--- src/rtl/alu_booth_mul_if.sv ---
// ============================================================================
// Module      : alu_booth_mul_if
// Description : Start/busy/done handshake and operand/result bus for the
//               ALU Booth multiplier. Optional ovf when ALU_MUL_OVF_EN is set.
// Revision    : 1.0 - initial release
// ============================================================================
`default_nettype none

interface alu_booth_mul_if #(
  parameter int WIDTH = 32
);
  logic                 start;
  logic [WIDTH-1:0]     a;
  logic [WIDTH-1:0]     b;
  logic                 busy;
  logic                 done;
  logic [2*WIDTH-1:0]   product;
`ifdef ALU_MUL_OVF_EN
  logic                 ovf;

  modport master (output start, a, b, input busy, done, product, ovf);
  modport slave  (input start, a, b, output busy, done, product, ovf);
`else
  modport master (output start, a, b, input busy, done, product);
  modport slave  (input start, a, b, output busy, done, product);
`endif
endinterface

`default_nettype wire

--- src/rtl/alu_booth_mul.sv ---
// ============================================================================
// Module      : alu_booth_mul
// Description : Iterative radix-2 Booth signed multiplier, WIDTH cycles per
//               product. Define ALU_MUL_OVF_EN to add the registered ovf flag.
// Revision    : 1.0 - initial release
// ============================================================================
`default_nettype none

module alu_booth_mul #(
  parameter int WIDTH = 32
) (
  input  wire logic       clk,
  input  wire logic       rst_n,
  alu_booth_mul_if.slave  bus
);

  localparam int CW = $clog2(WIDTH) + 1;

  localparam logic [1:0] S_IDLE = 2'd0;
  localparam logic [1:0] S_RUN  = 2'd1;
  localparam logic [1:0] S_DONE = 2'd2;

  logic [1:0]         r_state;
  logic [1:0]         w_state_nxt;
  logic [WIDTH:0]     r_m;
  logic [WIDTH:0]     r_a;
  logic [WIDTH-1:0]   r_q;
  logic               r_q_1;
  logic [CW-1:0]      r_cnt;
  logic [2*WIDTH-1:0] r_product;

  logic               w_accept;
  logic               w_last;
  logic [WIDTH:0]     w_m_neg;
  logic [WIDTH:0]     w_t;
  logic [WIDTH:0]     w_a_nxt;
  logic [WIDTH-1:0]   w_q_nxt;
  logic [2*WIDTH-1:0] w_prod_nxt;
  logic               w_busy;
  logic               w_done;

  // A new operation is accepted from IDLE or directly out of DONE.
  assign w_accept = bus.start && (r_state == S_IDLE || r_state == S_DONE);
  assign w_last   = (r_cnt == CW'(1));

  // Two's-complement negation of the multiplicand, as the ALU negate stage does.
  assign w_m_neg = ~r_m + {{WIDTH{1'b0}}, 1'b1};

  always_comb begin
    w_t = r_a;
    case ({r_q[0], r_q_1})
      2'b01:   w_t = r_a + r_m;
      2'b10:   w_t = r_a + w_m_neg;
      default: w_t = r_a;
    endcase
  end

  assign w_a_nxt    = {w_t[WIDTH], w_t[WIDTH:1]};
  assign w_q_nxt    = {w_t[0], r_q[WIDTH-1:1]};
  assign w_prod_nxt = {w_a_nxt[WIDTH-1:0], w_q_nxt};

  always_ff @(posedge clk or negedge rst_n) begin
    if (!rst_n) begin
      r_state <= S_IDLE;
    end else begin
      r_state <= w_state_nxt;
    end
  end

  always_comb begin
    w_state_nxt = r_state;
    case (r_state)
      S_IDLE:  w_state_nxt = bus.start ? S_RUN : S_IDLE;
      S_RUN:   w_state_nxt = w_last ? S_DONE : S_RUN;
      S_DONE:  w_state_nxt = bus.start ? S_RUN : S_IDLE;
      default: w_state_nxt = S_IDLE;
    endcase
  end

  always_comb begin
    w_busy = 1'b0;
    w_done = 1'b0;
    case (r_state)
      S_RUN:   w_busy = 1'b1;
      S_DONE:  w_done = 1'b1;
      default: ;
    endcase
  end

  assign bus.busy    = w_busy;
  assign bus.done    = w_done;
  assign bus.product = r_product;

  always_ff @(posedge clk or negedge rst_n) begin
    if (!rst_n) begin
      r_m       <= '0;
      r_a       <= '0;
      r_q       <= '0;
      r_q_1     <= 1'b0;
      r_cnt     <= '0;
      r_product <= '0;
    end else if (w_accept) begin
      r_m   <= {bus.a[WIDTH-1], bus.a};
      r_a   <= '0;
      r_q   <= bus.b;
      r_q_1 <= 1'b0;
      r_cnt <= CW'(WIDTH);
    end else if (r_state == S_RUN) begin
      r_a   <= w_a_nxt;
      r_q   <= w_q_nxt;
      r_q_1 <= r_q[0];
      r_cnt <= r_cnt - CW'(1);
      if (w_last) begin
        r_product <= w_prod_nxt;
      end
    end
  end

`ifdef ALU_MUL_OVF_EN
  logic               r_ovf;
  logic [WIDTH:0]     w_hi;

  // Representable in WIDTH bits only if the top WIDTH+1 bits are all-equal.
  assign w_hi = w_prod_nxt[2*WIDTH-1:WIDTH-1];

  always_ff @(posedge clk or negedge rst_n) begin
    if (!rst_n) begin
      r_ovf <= 1'b0;
    end else if (!w_accept && r_state == S_RUN && w_last) begin
      r_ovf <= !((&w_hi) || !(|w_hi));
    end
  end

  assign bus.ovf = r_ovf;
`endif

endmodule

`default_nettype wire

--- src/flat_wrapper.sv ---
// flat-port wrapper written by rule: the top's interface ports become plain ports
module alu_booth_mul_flat 
#(
  parameter int WIDTH = 32
)
  (clk, rst_n, bus_start, bus_a, bus_b, bus_busy, bus_done, bus_product);
  alu_booth_mul_if #(.WIDTH(WIDTH)) bus_i ();
  input  wire logic clk;
  input  wire logic rst_n;
  input wire logic [$bits(bus_i.start)-1:0] bus_start;
  input wire logic [$bits(bus_i.a)-1:0] bus_a;
  input wire logic [$bits(bus_i.b)-1:0] bus_b;
  output wire logic [$bits(bus_i.busy)-1:0] bus_busy;
  output wire logic [$bits(bus_i.done)-1:0] bus_done;
  output wire logic [$bits(bus_i.product)-1:0] bus_product;
  assign bus_i.start = bus_start;
  assign bus_i.a = bus_a;
  assign bus_i.b = bus_b;
  assign bus_busy = bus_i.busy;
  assign bus_done = bus_i.done;
  assign bus_product = bus_i.product;
  alu_booth_mul #(.WIDTH(WIDTH)) u_core (.clk(clk), .rst_n(rst_n), .bus(bus_i));
endmodule
--- config.mk ---
export PLATFORM = sky130hd
export DESIGN_NAME = alu_booth_mul_flat
export DESIGN_NICKNAME = d
export VERILOG_FILES = /design/src/rtl/alu_booth_mul_if.sv /design/src/rtl/alu_booth_mul.sv /design/src/flat_wrapper.sv
export SDC_FILE = /design/constraint.sdc
export NUM_CORES = 1
export LEC_CHECK = 0
export ABC_AREA = 1
export BUFFER_PORTS_ARGS = -buffer_cell sky130_fd_sc_hd__buf_2
export CAP_MARGIN = 25
export CORE_MARGIN = 2
export CORE_UTILIZATION = 54
export DETAILED_ROUTE_END_ITERATION = 7
export GPL_TIMING_DRIVEN = 1
export PLACE_DENSITY = 0.79
export SETUP_SLACK_MARGIN = 0.5
export SKIP_LAST_GASP = 1
export SLEW_MARGIN = 20
export SYNTH_ARGS = -nofsm -noshare
export SYNTH_HDL_FRONTEND = slang
export SYNTH_SLANG_ARGS = --single-unit
--- constraint.sdc ---
create_clock -name clk -period 2.2 [get_ports clk]
set_input_delay 0.22 -clock clk [delete_from_list [all_inputs] [get_ports clk]]
set_output_delay 0.22 -clock clk [all_outputs]
set_load 0.02 [all_outputs]
# After elaboration in Yosys (flattened, before gate mapping)
# Index checks and enable logic that the tools add are counted.
[totals]
ff_bits = 170
input_bits = 67
output_inout_bits = 66
word_cells = 38
[classes]
addsub = 4
eq_ne = 5
n_mux = 14
n_bitwise = 2
n_reduce_logical = 6
[ops]
columns = ["operator", "n"]
rows = [
  ["adder 33 bit", 2],
  ["2-to-1 mux 33 bit", 2],
  ["one-hot mux 33 bit (2 select lines)", 1],
  ["2-to-1 mux 32 bit", 2],
  ["adder 33 x 1 -> 33 bit (second input constant)", 1],
  ["NOT 33 bit", 1],
  ["2-to-1 mux 6 bit", 2],
  ["== test 6 x 1 -> 1 bit (second input constant)", 1],
  ["subtractor 6 x 1 -> 6 bit (second input constant)", 1],
  ["2-to-1 mux 1 bit", 5],
  ["== test 2 x 1 -> 1 bit (second input constant)", 2],
  ["== test 2 bit (second input constant)", 2],
  ["one-hot mux 2 bit (2 select lines)", 1],
  ["AND reduction 3 bit", 1],
  ["zero test 2 bit", 1],
  ["2-to-1 mux 2 bit", 1],
  ["nonzero test 2 bit", 1],
  ["OR reduction 2 bit", 1],
  ["logical AND 1 bit", 1],
  ["logical OR 1 bit", 1],
  ["NOT 1 bit", 1],
]

# Logic depth before layout (Yosys ltp)
# Gate-level depths: netlist of the first run.
[depth]
word_depth = 6
mapped_depth = 19
ltp_nobuf = 19

# Least setup slack after synthesis of the first run
# Ideal clock, no wire load.
[synth_timing]
path_kind = "flip-flop to flip-flop"
startpoint = "register u_core.r_a[0]"
endpoint = "register u_core.r_a[23]"
setup_ns = 0.118
t_arrival_ns = 1.980
required_ns = 2.082
slack_ns = 0.102
path_stages_with_launch = 17
path_buffers = 0
synth_period_minus_slack_ns = 2.098
path_cell_list = "dfrtp_1 inv_1 ha_1 inv_1 fa_1 nand2_1 nand2_1 nand3b_1 nand2_1 nand2_1 nand2_2 a21oi_1 nand2_1 nand3_1 nand3_1 nand3_1 nand2_1"
[synth_between]
elab_chain_len = 4
word_cells_on_any_way = 5
cone_classes = "add/sub (2); mux (3)"
[synth_rtl]
columns = ["element", "line", "source"]
rows = [
  ["from (decl)", "alu_booth_mul.sv:26", "logic [WIDTH:0] r_a;"],
  ["from (signal assigned)", "alu_booth_mul.sv:109", "r_a <= w_a_nxt;"],
  ["adder 33 bit (on tied branches)", "alu_booth_mul.sv:53, alu_booth_mul.sv:52", ""],
  ["one-hot mux 33 bit (2 select lines) *", "alu_booth_mul.sv:51", "case ({r_q[0], r_q_1})"],
  ["2-to-1 mux 33 bit *", "alu_booth_mul.sv:108", "end else if (r_state == S_RUN) begin"],
  ["2-to-1 mux 33 bit *", "alu_booth_mul.sv:102", "end else if (w_accept) begin"],
]
# Every way passes the cells marked *; elsewhere a longest branch is shown, timed or not. The select of a mux whose other input is x is not followed.
# A chain may end at the register's enable or synchronous reset.

# Worst setup path in the final report of the first run
[layout_timing]
startpoint = "register u_core.r_m[0]"
endpoint = "register u_core.r_product[61], in the netlist u_core.bus.product[61]"
[layout_between]
elab_chain_len = 4
word_cells_on_any_way = 5
cone_classes = "add/sub (3); mux (1); bitwise (1)"
[layout_rtl]
columns = ["element", "line", "source"]
rows = [
  ["from (decl)", "alu_booth_mul.sv:25", "logic [WIDTH:0] r_m;"],
  ["from (signal assigned)", "alu_booth_mul.sv:103", "r_m <= {bus.a[WIDTH-1], bus.a};"],
  ["NOT 33 bit", "alu_booth_mul.sv:47", "assign w_m_neg = ~r_m + {{WIDTH{1'b0}}, 1'b1};"],
  ["adder 33 x 1 -> 33 bit", "alu_booth_mul.sv:47", ""],
  ["adder 33 bit", "alu_booth_mul.sv:53", "2'b10: w_t = r_a + w_m_neg;"],
  ["one-hot mux 33 bit (2 select lines) *", "alu_booth_mul.sv:51", ""],
  ["to (signal assigned)", "alu_booth_mul.sv:114", "r_product <= w_prod_nxt;"],
  ["to (decl)", "alu_booth_mul.sv:30", "logic [2*WIDTH-1:0] r_product;"],
]
# Every way passes the cells marked *; elsewhere a longest branch is shown, timed or not.

==> metrics, run 1 <==
Final Max Tran Viols 0; TritonCTS Sinks between 150 and 200; global-route usage over all layers roughly 37%; Worst slew margin between 60% and 70%; Ports about 130; vias in the first global route ~13000; # setup viols final 48; Starting Density 55.35%; Synth Area in Adders 7.608%; setup ws final -0.2246 ns; drt via density about 5.9; Final GP Congestion ~1.0; critical path capture point type register; die area 22880 sq um; Port Buffers around 130; post-synthesis sequential area ratio between 30 and 40%; reg2reg setup slack -0.22 ns; post-synthesis cell count 1749; largest net degree at the start of global routing 71; DIE HEIGHT approximately 150 microns; CTS H-tree lvls 4; Crit Path Max Fanout 4; count of unique library cells instantiated by Yosys 38; Area Overhead vs Synth 42.70%; Synth Area in Compound Gates about an eighth; CP Data Arrival Time about 2.8 ns; outcome finished with violations; Worst-Margin Slew roughly 0.54 ns; CTS tree yes; Hold Crit Class in2reg; DP Wirelength slightly below 30000 microns; Yosys warning count 0; synthesized area 11710 sq um; post-route ant nets 0; share of cells above drive strength 1 about a third; synth top area cells dfrtp_1, nand2_1, inv_1, ha_1, nand3_1; initial drt markers between 1500 and 2000; Synth top area share approximately 36%; CP Class reg2reg; Synth Register Bits 169; post-route cell area 16710 sq um; XOR/XNOR Fraction of Synth Area 0%; Reg clk slew, reported paths about 0.09 ns; mux contribution to synthesized area 0%; Avg Inst Size Synth roughly 6.7 sq um; Core Box Area ~21000 sq um; Final Hold Viols 0; First-pass DRT Iterations 7; initial antenna violation count 0; clk root buf clkbuf_16; total gr overflow 0; worst endpoint required time 2.54 ns; # rows 53; largest family of logic cells by synthesized area simple AND/OR/NAND/NOR gates; CTS Buffer Depth 2; Fmax achieved approximately 410 MHz; max cap viols 0; wire per inst between 20 and 25 microns; minimum clock period 2.425 ns; CTS buffer count 17; Post-DP Area roughly 14000 sq um; Period Utilization, post-route 110.2%; clk_skew slightly below 0.02 ns; Post-Syn Nets between 1500 and 2000; RSZ-0062 raised after global routing true; DR vias 14000; simple-gate share of the synthesized area approximately 32%; worst skew pair latency roughly 0.45 ns; leading area contributor after synthesis dfrtp_1; final WL 47800 microns; first-pass GRT wire length approximately 66000 microns; DRC viols 0; Critical Path Start Type register; Chip Width approximately 150 microns; antenna diode count 0; NumNets Final around 2200; failing checks negative setup slack
[critical path, stage by stage (launching register included)]
cell and delay, ns:
dfrtp_2 0.46, ha_4 0.18, fa_2 0.36, nand2_2 0.13, nand2_4 0.09, nand3_4 0.09
nand2_4 0.07, nand2_2 0.07, nand3b_1 0.20, nand2_1 0.16, nand3_1 0.08, nand3_1 0.10
nand3_2 0.15, nand3_2 0.12, nand2_1 0.06
[metrics by stage]
stage | cells | worst slack [ns] | TNS (ns) | util, % | hold WS (ns)
after global placement | 2246 | -0.2087 | -2.033 | 66.87 | 0.1954
after detailed placement | 2246 | -0.1952 | -3.602 | 66.87 | 0.1969
final | 2367 | -0.2246 | -4.236 | 78.99 | 0.005515
after global routing | 2367 | -0.3307 | -9.365 | 78.99 | 0.01147
after floorplan | 1749 | 0.2555 | 0 | - | -0.07559
after CTS | 2337 | -0.09814 | -1.146 | 74.63 | 0.00005798
[logic make-up (layout without fill, tap and decap cells)]
family	count (synthesis)	count (layout)
AND/OR/NAND/NOR	926	926
AO/OA/AOI/OAI	254	254
adder cells (fa/ha/maj)	70	70
buffers and inverters	330	673
flip-flops	169	169
[cell usage in the layout (no fill, tap or decap), types with 34 or more instances in the layout]
| master | instances |
|---|---|
| o21ai_1 | 36 |
| ha_1 | 34 |
| nor2_1 | 66 |
| o21ai_0 | 73 |
| dlygate4sd3_1 | 43 |
| inv_2 | 42 |
| dfrtp_1 | 166 |
| nand2_2 | 68 |
| nand2_1 | 532 |
| inv_1 | 217 |
| nand3_2 | 37 |
| nand3_1 | 112 |
| buf_2 | 130 |
| buf_4 | 173 |
[per-layer routing]
metal	GRT usage [%]	part of all wire, %	vias to the layer above
li1	-	-	6209
met1	52.47	38	6519
met2	58.48	46	1082
met3	7.108	12	190
met4	11.50	4.0	0
met5	0	0	-
[sequential cells by signal, summed over array words and instances (netlist names)]
name,cells
u_core.r_a,32
u_core.r_q,32
u_core.bus.product,64
u_core.r_q_1,1
u_core.r_state,2
u_core.r_cnt,6
u_core.r_m,32
[timing repair]
action / in CTS / in global routing
endpoints found under the setup margin: 100 / 145
cloned: 1 / 3
buffers inserted: 15 / 27
hold endpoints to repair: 90 / 0
resized for setup: 127 / 179
pin swaps: 39 / 81
hold buffers: 43 / 0
[layout make-up]
cell class                 count  area (sq um)
clock buffer                  17         425.4
timing repair buffer         376          2903
sequential                   169          4233
multi-input combinational   1250          7601
inverter                     265          1008
fill                        1352          4446
clock inverter                15         193.9
tap                          275         344.1
[synth_stat cells]
cell type,count
a21oi_1,53
or2_2,12
inv_2,6
nor3b_1,1
clkbuf_1,30
and3_1,1
a21boi_0,12
nand3_1,153
o221ai_1,32
o22ai_1,3
buf_2,25
nand2_1,618
clkbuf_2,2
buf_1,5
and2_1,6
buf_4,3
nor3_1,13
a221o_1,1
a21oi_2,2
a31oi_1,4
nor4_1,1
o21ai_0,110
nor4b_1,1
o21ai_1,6
o21bai_1,20
nand3b_1,2
a21boi_1,3
nand2_2,3
o211ai_1,8
nand4_1,6
ha_1,68
nor2_1,106
nor2_4,1
inv_1,257
nor2_2,2
clkinv_1,2
fa_1,2
dfrtp_1,169
[worst paths after layout]
check | start | endpoint | depth (start not counted)
setup / recovery | u_core.r_m[0] | u_core.bus.product[61] | 14
hold / removal | bus_a[25] | u_core.r_m[25] | 3
setup reg to reg | u_core.r_m[0] | u_core.bus.product[61] | 14
hold reg to reg | u_core.bus.product[59] | u_core.bus.product[59] | 2
max in group asynchronous | rst_n | u_core.r_a[27] | 3
min in group asynchronous | rst_n | u_core.bus.product[8] | 2
Power of run 1 is left out: the tool's default activity adds up to more than one toggle a clock period on the data nets, which glitch-free logic cannot reach.
==> inputs of run 2 (changes only) <==
--- a/config.mk
+++ b/config.mk
@@ -12,10 +12,11 @@
 export CORE_UTILIZATION = 54
 export DETAILED_ROUTE_END_ITERATION = 7
 export GPL_TIMING_DRIVEN = 1
-export PLACE_DENSITY = 0.79
+export PLACE_DENSITY = 0.77
 export SETUP_SLACK_MARGIN = 0.5
 export SKIP_LAST_GASP = 1
 export SLEW_MARGIN = 20
 export SYNTH_ARGS = -nofsm -noshare
 export SYNTH_HDL_FRONTEND = slang
 export SYNTH_SLANG_ARGS = --single-unit
+export TNS_END_PERCENT = 1
==> metrics, run 2 (same netlist as run 1, synthesis figures left out) <==
outcome finished with violations; failing checks negative setup slack; drt via density 5.396 (-8.8%); Worst Reg-to-Reg Cells 12 (-2); setup TNS -4.132 ns (+0.1037 ns); worst skew pair latency 0.45 ns (about the same); DP Wirelength 29740 microns (+2.6%); worst endpoint required time 2.53 ns (about the same); critical path capture point type register; Crit Path Max Fanout 7 (+3); first-pass GRT wire length 63780 microns (-3.1%); total gr overflow 0 (unchanged); initial antenna violation count 0 (unchanged); final WL 40830 microns (-15%); CP Class reg2reg; Chip Width 151.3 microns (unchanged); minimum clock period 2.376 ns (-0.04889 ns); post-route ant nets 0 (unchanged); NumNets Final 2210 (-0.27%); CTS tree yes; Port Buffers 132 (unchanged); CTS buffer count 17 (unchanged); antenna diode count 0 (unchanged); CTS Buffer Depth 2 (unchanged); Post-Place Cells 2293 (+2.1%); # setup viols final 50 (+4.2%); commonest non-fill, non-tap cell in the layout nand2_1; CTS H-tree lvls 4 (unchanged); Core Box Area 21150 sq um (unchanged); DIE HEIGHT 151.3 microns (unchanged); RSZ-0062 raised after global routing true; clk root buf clkbuf_16; First-pass DRT Iterations 6 (-1); clk_skew 0.02382 ns (+0.004127 ns); Fillers 1701 (+26%); DRC viols 0 (unchanged); max cap viols 0 (unchanged); Hold Crit Class in2reg; vias in the first global route 12330 (-2.6%); Worst-Margin Slew 0.5682 ns (+0.02717 ns); global-route usage over all layers 36.30% (-1.0 points); DR vias 12740 (-9.0%); hold path depth 3 (unchanged); share of cells above drive strength 1 22.82% (-10 points); CP Data Arrival Time 2.71 ns (-0.05 ns); Period Utilization, post-route 108.0% (-2.2 points); wire per inst 17.29 microns (-14%); Critical Path Start Type register; Fmax achieved 420.9 MHz (+2.1%); die area 22880 sq um (unchanged); Ports 133 (unchanged); Final Hold Viols 0 (unchanged); non-filler cells, final 2361 (-0.25%); Starting Density 55.35% (unchanged); TritonCTS Sinks 169 (unchanged); commonest non-fill, non-tap cells in the layout nand2_1, inv_1, buf_4; setup ws final -0.1757 ns (+0.04889 ns); # rows 53 (unchanged); Largest register FFs 64 (unchanged); largest net degree at the start of global routing 80 (+13%); initial drt markers 1136 (-31%); Worst slew margin 62.12% (-1.7 points); Reg clk slew, reported paths 0.08 ns (about the same); Final GP Congestion 0.9673 (-5.5%); Final Max Tran Viols 0 (unchanged); Area Overhead vs Synth 30.79%
## run 2: cell types whose count changed in the layout (fill, tap and decap cells not counted), sizes merged
cell,delta
clkinv,-1
buf,+9
inv,+1
dlygate4sd3,-11
clkbuf,-3
bufbuf,-1
## run 2: final timing paths
kind,endpoint,slack [ns],start
max,u_core.bus.product[61],-0.18,u_core.r_m[11]
min,u_core.r_q[16],0.007,bus_b[16]
max reg2reg,u_core.bus.product[61],-0.18,u_core.r_m[11]
min reg2reg,u_core.bus.product[36],0.48,u_core.bus.product[36]
max in group asynchronous,u_core.r_a[20],1.14,rst_n
min in group asynchronous,u_core.r_q[30],0.34,rst_n
## run 2: layer usage
layer,wire length [microns],part of all wire [%],track usage [%]
met5,0,0,0
met4,676,1.7,8.832
met3,3867,9.5,9.548
met2,18030,44,55.79
met1,18260,45,51.24
## run 2: final cells by class
| class | instances | area (sq um) | area share [%] |
|---|---|---|---|
| Clock inverter | 15 | 185.2 | 1.209 |
| Inverter | 265 | 994.7 | 6.496 |
| Multi-Input combinational cell | 1250 | 6501 | 42.45 |
| Sequential cell | 169 | 4229 | 27.62 |
| Tap cell | 275 | 344.1 | 2.247 |
| Timing Repair Buffer | 370 | 2634 | 17.20 |
| Clock buffer | 17 | 425.4 | 2.778 |
## run 2: timing repair
action / in CTS / in global routing
resized for setup: 24 / 58
endpoints found under the hold margin: 88 / 0
setup buffers: 1 / 3
pin swaps: 6 / 10
hold buffers: 32 / 0
endpoints found under the setup margin: 94 / 100
## run 2: metrics by stage
| stage | cell area (sq um) | hold WS, ns | util [%] | worst slack, ns |
|---|---|---|---|---|
| 3_5_place_dp | 14070 | 0.2336 | 66.53 | -0.2077 |
| 2_1_floorplan | 11740 | -0.07559 | - | 0.2542 |
| 6_report | 15310 | 0.007479 | 72.39 | -0.1757 |
| 3_3_place_gp | 14070 | 0.2360 | 66.53 | -0.1900 |
| 5_1_grt | 15310 | 0.007728 | 72.39 | -0.3387 |
| 4_1_cts | 15100 | 0.0001129 | 71.36 | -0.1050 |
## run 2: worst max-delay path: stages, from the launching register on
cell      delay (ns)
dfrtp_1         0.36
inv_1           0.07
ha_2            0.44
inv_1           0.11
a21oi_1         0.23
o21bai_1        0.13
nand3b_1        0.31
nand2_1         0.16
nand3_1         0.09
nand3_1         0.09
nand3_2         0.12
nand3_2         0.11
nand2_1         0.05
Power of run 2 is left out for the same reason.
==> inputs of run 3 (changes only) <==
--- a/config.mk
+++ b/config.mk
@@ -9,10 +9,10 @@
 export BUFFER_PORTS_ARGS = -buffer_cell sky130_fd_sc_hd__buf_2
 export CAP_MARGIN = 25
 export CORE_MARGIN = 2
-export CORE_UTILIZATION = 54
+export CORE_UTILIZATION = 60
 export DETAILED_ROUTE_END_ITERATION = 7
 export GPL_TIMING_DRIVEN = 1
-export PLACE_DENSITY = 0.77
+export PLACE_DENSITY = 0.82
 export SETUP_SLACK_MARGIN = 0.5
 export SKIP_LAST_GASP = 1
 export SLEW_MARGIN = 20
==> constraint.sdc (replaced) <==
create_clock -name clk -period 2.75 [get_ports clk]
set_input_delay 0.275 -clock clk [delete_from_list [all_inputs] [get_ports clk]]
set_output_delay 0.275 -clock clk [all_outputs]
set_load 0.02 [all_outputs]
==> metrics, run 3 (same netlist as run 1, synthesis figures left out) <==
CTS tree yes; Final GP Congestion 1.015 (+4.9%); Ports 133 (unchanged); Area Overhead vs Synth 19.52%; Starting Density 60.56% (+5.2 points); # setup viols final 0 (-100%); worst skew pair latency 0.44 ns (about the same); Critical Path Start Type register; Final Hold Viols 0 (unchanged); vias in the first global route 11350 (-7.9%); RSZ-0062 raised after global routing true; critical path capture point type register; Final Max Tran Viols 0 (unchanged); initial drt markers 1429 (+26%); final WL 37890 microns (-7.2%); commonest non-fill, non-tap cells in the layout nand2_1, inv_1, dfrtp_1; worst endpoint required time 3.12 ns (+0.59 ns); DR vias 12340 (-3.2%); clk root buf clkbuf_16; largest net degree at the start of global routing 86 (+7.5%); TritonCTS Sinks 169 (unchanged); wire per inst 17.66 microns (+2.1%); max cap viols 0 (unchanged); Hold Crit Class in2reg; DIE HEIGHT 143.7 microns (-5.0%); First-pass DRT Iterations 6 (unchanged); Fmax achieved 412.2 MHz (-2.1%); initial antenna violation count 0 (unchanged); post-route ant nets 0 (unchanged); total gr overflow 0 (unchanged); hold path depth 3 (unchanged); CTS buffer count 17 (unchanged); CTS H-tree lvls 4 (unchanged); HP Start bus_a[28]; setup TNS 0 ns (+4.132 ns); NumNets Final 2005 (-9.3%); global-route usage over all layers 36.03% (-0.27 points); CP Class reg2reg; DRC viols 0 (unchanged); share of cells above drive strength 1 17.97% (-4.8 points); Largest register FFs 64 (unchanged); clk_skew 0.02411 ns (+0.0002893 ns); antenna diode count 0 (unchanged); CP Data Arrival Time 2.79 ns (+0.08 ns); Worst Reg-to-Reg Cells 15 (+3); CTS Buffer Depth 2 (unchanged); worst r2r src u_core.r_a[0]; Worst slew margin 55.46% (-6.7 points); DP Wirelength 26790 microns (-9.9%); # rows 51 (-3.8%); outcome complete, no violations; Worst-Margin Slew 0.6673 ns (+0.09916 ns); Port Buffers 132 (unchanged); minimum clock period 2.426 ns (+0.05017 ns); reg2reg setup slack 0.32 ns (+0.50 ns); drt via density 5.749 (+6.5%); Critical R2R Capture u_core.bus.product[47]; Period Utilization, post-route 88.21% (-20 points); Hold EP u_core.r_m[28]; Crit Path Max Fanout 4 (-3); Reg clk slew, reported paths 0.08 ns (about the same); first-pass GRT wire length 57650 microns (-9.6%); die area 20650 sq um (-9.7%); Core Box Area 19330 sq um (-8.6%); commonest non-fill, non-tap cell in the layout nand2_1; Chip Width 143.7 microns (-5.0%)
## run 3: cell count changes in the layout (fill, tap and decap cells not counted), moves of 5 or more
cell           before  now
nand2_2            19   30
ha_2               15    6
ha_1               46   37
ha_4                7   25
nand3_1           141  136
nand2_1           601  587
dlygate4sd3_1      32    1
nor2_1             91   98
buf_4             198   24
a21oi_1            46   41
nor2_2             17   10
## run 3: how the worst max path moves through the flow
stage	startpoint	endpoint	cells after the start
detailed placement	u_core.r_a[0]	u_core.bus.product[55]	16
CTS	u_core.r_m[1]	u_core.bus.product[56]	16
floorplan	u_core.r_a[0]	u_core.r_a[23]	16
global placement	u_core.r_a[0]	u_core.bus.product[55]	16
finish	u_core.r_a[0]	u_core.bus.product[47]	15
global route	u_core.r_a[0]	u_core.bus.product[63]	19
## run 3: layer usage
metal  GRT usage, %  up-vias  share of wire (%)
met5              0        -                  0
met4          11.71        0                2.9
met3          9.797      101                 11
met2          55.09      676                 45
met1          49.85     5800                 41
li1               -     5761                  -
## run 3: cell type report
class,count,area (sq um)
sequential,169,4234
fill,1580,5340
multi-input combinational,1250,6833
clock inverter,14,151.4
clock buffer,18,439.2
inverter,265,997.2
timing repair buffer,165,1008
tap,265,331.6
## run 3: critical path, cell delays in order, from the launching register on
cell and delay (ns):
dfrtp_1 0.42, inv_2 0.09, ha_4 0.13, inv_4 0.04, fa_2 0.40, nand2_4 0.11, nand2_2 0.06, nand3b_1 0.10
nand2_2 0.12, nand2_2 0.12, nand2_4 0.09, a21boi_0 0.17, o21ai_0 0.13, nand3_1 0.15, nand3_1 0.11, nand2_1 0.11
## run 3: stage by stage
step           hold WS, ns  instances  instance area [sq um]  worst slack (ns)  util [%]
2_1_floorplan     -0.02059       1749                  11710            0.6517         -
3_3_place_gp        0.3224       2105                  12690            0.1776     65.61
3_5_place_dp        0.3186       2105                  12690            0.1117     65.61
4_1_cts            0.02520       2139                  13570            0.4514     70.17
5_1_grt            0.03625       2146                  13990            0.2482     72.38
6_report           0.03636       2146                  13990            0.3242     72.38
## run 3: repair_timing
action | 4_1_cts | 5_1_grt
hold buffers | 1 | 0
resized for setup | 73 | 77
buffers inserted | 1 | 7
endpoints found under the hold margin | 66 | 0
setup endpoints to repair | 52 | 83
pin swaps | 7 | 23
Power of run 3 is left out for the same reason.
